===== src/rtl/decode_unit_core.sv =====
// Purpose: decode stage; registers opcode/imm/rd/operands/branch target from one 16-bit instr per cycle.
// Latency: 1 cycle from instr to outputs; register-file write is visible to reads from the next cycle.
// Backpressure: stall holds every output; is_branch_taken overrides stall and loads a NOP bubble.
//
// Ports: clk, reset (async active-low), stall, is_branch_taken, instr[15:0] from fetch,
//        wb_en/wb_addr/wb_data from write-back, registered opcode/imm/rd/op1/op2/branch_target.
// Optional feature macro: WB_BYPASS_EN (forward wb_data into same-cycle operand reads).
module decode_unit_core #(
    parameter int DATA_W = 16
) (
    input  logic              clk,
    input  logic              reset,
    input  logic              stall,
    input  logic              is_branch_taken,
    input  logic [15:0]       instr,
    input  logic              wb_en,
    input  logic [2:0]        wb_addr,
    input  logic [DATA_W-1:0] wb_data,
    output logic [3:0]        opcode,
    output logic [4:0]        imm,
    output logic [2:0]        rd,
    output logic [DATA_W-1:0] op1,
    output logic [DATA_W-1:0] op2,
    output logic [DATA_W-1:0] branch_target
);

    // Instruction fields
    logic [3:0] f_opcode;
    logic       f_imm_flag;
    logic [2:0] f_rd;
    logic [2:0] f_rs1;
    logic [2:0] f_rs2;
    logic [4:0] f_imm5;

    assign f_opcode   = instr[15:12];
    assign f_imm_flag = instr[11];
    assign f_rd       = instr[10:8];
    assign f_rs1      = instr[7:5];
    assign f_imm5     = instr[4:0];
    assign f_rs2      = instr[2:0];

    // Register file; entry 0 is never written and is masked to zero on read.
    logic [DATA_W-1:0] regs [0:7];

    always_ff @(posedge clk or negedge reset) begin
        if (!reset) begin
            for (int i = 0; i < 8; i++) begin
                regs[i] <= '0;
            end
        end else if (wb_en && (wb_addr != 3'd0)) begin
            regs[wb_addr] <= wb_data;
        end
    end

    logic [DATA_W-1:0] rs1_val;
    logic [DATA_W-1:0] rs2_val;

    always_comb begin
        rs1_val = (f_rs1 == 3'd0) ? '0 : regs[f_rs1];
        rs2_val = (f_rs2 == 3'd0) ? '0 : regs[f_rs2];
`ifdef WB_BYPASS_EN
        // Forward the in-flight write so a same-cycle reader sees the new value.
        if (wb_en && (wb_addr != 3'd0) && (wb_addr == f_rs1)) begin
            rs1_val = wb_data;
        end
        if (wb_en && (wb_addr != 3'd0) && (wb_addr == f_rs2)) begin
            rs2_val = wb_data;
        end
`endif
    end

    // Combinational decode of the current instr
    logic              is_branch;
    logic [DATA_W-1:0] d_op2;
    logic [DATA_W-1:0] d_target;

    assign is_branch = (f_opcode[3:2] == 2'b11);

    always_comb begin
        d_op2 = f_imm_flag ? {{(DATA_W-5){1'b0}}, f_imm5} : rs2_val;
        // Target wraps modulo 2^DATA_W; non-branch opcodes report zero.
        d_target = is_branch ? (rs1_val + {{(DATA_W-5){f_imm5[4]}}, f_imm5}) : '0;
    end

    // Output register: flush beats stall, stall holds, otherwise load the decode.
    always_ff @(posedge clk or negedge reset) begin
        if (!reset) begin
            opcode        <= '0;
            imm           <= '0;
            rd            <= '0;
            op1           <= '0;
            op2           <= '0;
            branch_target <= '0;
        end else if (is_branch_taken) begin
            opcode        <= '0;
            imm           <= '0;
            rd            <= '0;
            op1           <= '0;
            op2           <= '0;
            branch_target <= '0;
        end else if (!stall) begin
            opcode        <= f_opcode;
            imm           <= f_imm5;
            rd            <= f_rd;
            op1           <= rs1_val;
            op2           <= d_op2;
            branch_target <= d_target;
        end
    end

endmodule


===== config.mk =====
export PLATFORM = sky130hd
export DESIGN_NAME = decode_unit_core
export DESIGN_NICKNAME = d
export VERILOG_FILES = /design/src/rtl/decode_unit_core.sv
export SDC_FILE = /design/constraint.sdc
export NUM_CORES = 1
export LEC_CHECK = 0
export ABC_AREA = 1
export CAP_MARGIN = 25
export CORE_MARGIN = 2
export CORE_UTILIZATION = 55
export CTS_BUF_LIST = sky130_fd_sc_hd__clkbuf_4 sky130_fd_sc_hd__clkbuf_8
export CTS_CLUSTER_DIAMETER = 50
export DETAILED_ROUTE_END_ITERATION = 7
export HOLD_SLACK_MARGIN = 0.12
export PLACE_DENSITY_LB_ADDON = 0.1
export RECOVER_POWER = 25
export SETUP_SLACK_MARGIN = 0.1
export SYNTH_ARGS = -nofsm -noshare
export SYNTH_HDL_FRONTEND = slang
export SYNTH_SLANG_ARGS = --single-unit

===== constraint.sdc =====
create_clock -name clk -period 2.9 [get_ports clk]
set_clock_uncertainty 0.15 [all_clocks]
set_input_delay 0.435 -clock clk [delete_from_list [all_inputs] [get_ports clk]]
set_output_delay 0.435 -clock clk [all_outputs]
set_load 0.1 [all_outputs]

==> impl_metrics.ini <==
[sta]
grt_setup_unrepaired = yes
timing.fmax_ghz = 0.386
slew_headroom = -0.0107
period_needed_ns = 2.59
hold_ws_ns = 0.233
hold_viol_final = 0
setup_violations = 0
tightest_slew_ns = 1.52
fin_crit_sh = 0.893
setup_slack_ns = 0.309
drv_slew = 57

[synth]
synth_area_leader_cell = dfrtp_1
synth_commonest_cells = nand2_1, o21ai_0, dfrtp_1
syn_area_per_cell_um2 = 7.68
synth-edff-count = 0
synth_nets = 1305
ys_seq_elements = 188
netlist.area_leader.share = 0.488
syn-cell-area_um2 = 9650
synthFlopType = dfrtp_1
post-synth-top-count-cell = nand2_1
yosysWarningCount = 0
yosysSeqAreaShare = 0.488
syn_inst = 1256
async_reset_ff_frac = 1.00
ys_types = 35
synth.area.top_cells = dfrtp_1, nand2_1, o21ai_0

[floorplan]
dieWidth_um = 136
chipHeight_um = 136
coreArea_um2 = 17200
row_count = 48
initial_core_util = 0.560
io_pins = 100
die_area_um2 = 18600

[finish]
nFillCells = 1527
final_nets = 1417
area_delta_synth_final_pct = 20.0
drive_above_1_share = 0.141
diodes = 0
final_core_util = 0.672

[critical_path]
required_ns = 3.13
crit_fanout = 10
crit_path_start_kind = input pin
crit_start = instr[7]
regToRegSetupSlack_ns = 0.31
endpoint_kind = register
regToRegStartpoint = regs[96]
arrival_ns = 2.82
path_class = input pin to register

[placement]
io_buffers = 99
hpwlAfterDp_um = 19700
routabilityCongestion = 0.890
post-place-ws_ns = -0.399

[status]
status = finished with violations
violations = capacitance limit, slew limit

[global_routing]
antenna_found_initial = 0
globalRoute.totalOverflow = 0
grt_max_degree = 60
grt_pass1_wl_um = 44800
track_usage = 0.317
grt_pass1_vias = 8186

[drt]
drc_errors = 0
num_vias = 9107
drtIter0Drc = 1026
vias_per_cell = 5.67
first_pass_iters = 5
routed_wl_um = 28200
ant_nets = 0
wl_per_cell_um = 17.5

[clocking]
cts_tree = built
cts_max_level = 4
clk_latency_ns = 0.48
numClockSinks = 188
clockBufferDepth = 2
cts-root-buf = clkbuf_8
cts_buffers = 17
path_clk_slew_ns = 0.10

[worst_hold_path]
hold_class = register to register
min_from = regs[112]

[job]
maxCapViolCount = 1

[power]
power.density_nw_per_um2 = 613
worst_ir_drop_vdd_mv = 0.363
power_uw = 7100
p_leak_uw = 0.00580
==> metal layers <==
metal / share of wire / global-route usage / vias to the layer above / wire length (µm)
li1: - / - / 4372 / -
met1: 0.46 / 0.470 / 4216 / 13000
met2: 0.43 / 0.461 / 460 / 12000
met3: 0.085 / 0.0619 / 59 / 2410
met4: 0.028 / 0.117 / 0 / 784
met5: 0 / 0 / - / 0
==> path summary, 6_finish.rpt <==
path	cells after the start	endpoint
max	14	branch_target[15]
min	0	regs[112]
max reg2reg	19	branch_target[14]
min reg2reg	0	regs[112]
max in group asynchronous	3	branch_target[6]
min in group asynchronous	2	rd[2]
==> placed cells by master, fill, tap and decap left out, types with 2 or more instances in the layout <==
cell type	synthesis	final
nand2_1	318	317
o21ai_0	224	223
dfrtp_1	188	188
buf_4	2	139
inv_1	125	124
nand3_1	91	90
a21oi_1	72	71
nor2_1	43	42
clkdlybuf4s50_1	0	35
clkbuf_8	0	21
o211ai_1	17	17
a32o_1	16	16
o21ai_1	10	11
nand4_1	10	10
a22o_1	8	8
ha_1	8	8
xor2_1	6	6
inv_2	4	5
bufinv_16	0	4
buf_12	0	4
nor3_1	4	3
clkinv_1	3	3
inv_6	0	3
o311ai_0	2	2
nor2_2	2	2
nand3_2	1	2
o21bai_1	2	2
clkinv_4	0	2
buf_2	11	2
==> timing repair <==
item	CTS	global route
setup buffers	0	1
resized for setup	0	6
endpoints found under the setup margin	0	12
hold endpoints to repair	53	0
hold buffers	1	0
==> where the power goes <==
| part | switching, µW | internal [µW] | leakage, µW |
|---|---|---|---|
| clock | 969 | 1040 | 0.000233 |
| sequential | 235 | 2960 | 0.00244 |
| combinational | 1260 | 630 | 0.00313 |
==> cell type report <==
| cell class | count | area [µm²] | share of cell area |
|---|---|---|---|
| inverter | 132 | 495 | 0.0428 |
| clock inverter | 11 | 176 | 0.0152 |
| sequential | 188 | 4700 | 0.406 |
| timing repair buffer | 185 | 1530 | 0.132 |
| multi-input combinational | 844 | 4110 | 0.355 |
| clock buffer | 21 | 289 | 0.0250 |
| tap | 225 | 282 | 0.0243 |
==> worst max-delay path, cell delays in order <==
cell and delay [ns]:
clkdlybuf4s50_1 0.50, buf_4 0.21, buf_4 0.17, o211ai_1 0.36
inv_1 0.09, ha_1 0.30, inv_1 0.13, o21bai_1 0.12
nand2_1 0.07, nand2_1 0.04, a21oi_1 0.17, nand3b_1 0.10
nand3_1 0.08, nand2_1 0.05
==> kinds of logic (layout without fill, tap and decap cells) <==
logic type / Yosys count / after routing / share of synthesized area
AOI/OAI and AO/OA: 357 / 357 / 0.204
and+or+nand+nor: 472 / 472 / 0.201
buffers and inverters: 224 / 349 / 0.0893
adders and majority gates: 9 / 9 / 0.0124
DFF: 188 / 188 / 0.488
xor gates and xnor gates: 6 / 6 / 0.00545
==> through the flow <==
step           std cells  area (µm²)  setup TNS, ns
3_3_place_gp        1571       11100          -3.47
3_5_place_dp        1572       11100          -4.04
6_report            1606       11600              0
5_1_grt             1606       11600              0
4_1_cts             1605       11600              0
2_1_floorplan       1256        9670              0
==> flip-flops by register name, indices dropped and copies added (netlist names) <==
| register | flops |
|---|---|
| regs | 128 |
| branch_target | 16 |
| rd | 3 |
| opcode | 4 |
| imm | 5 |
| op1 | 16 |
| op2 | 16 |
No activity file was read; power rests on OpenSTA's default activity.
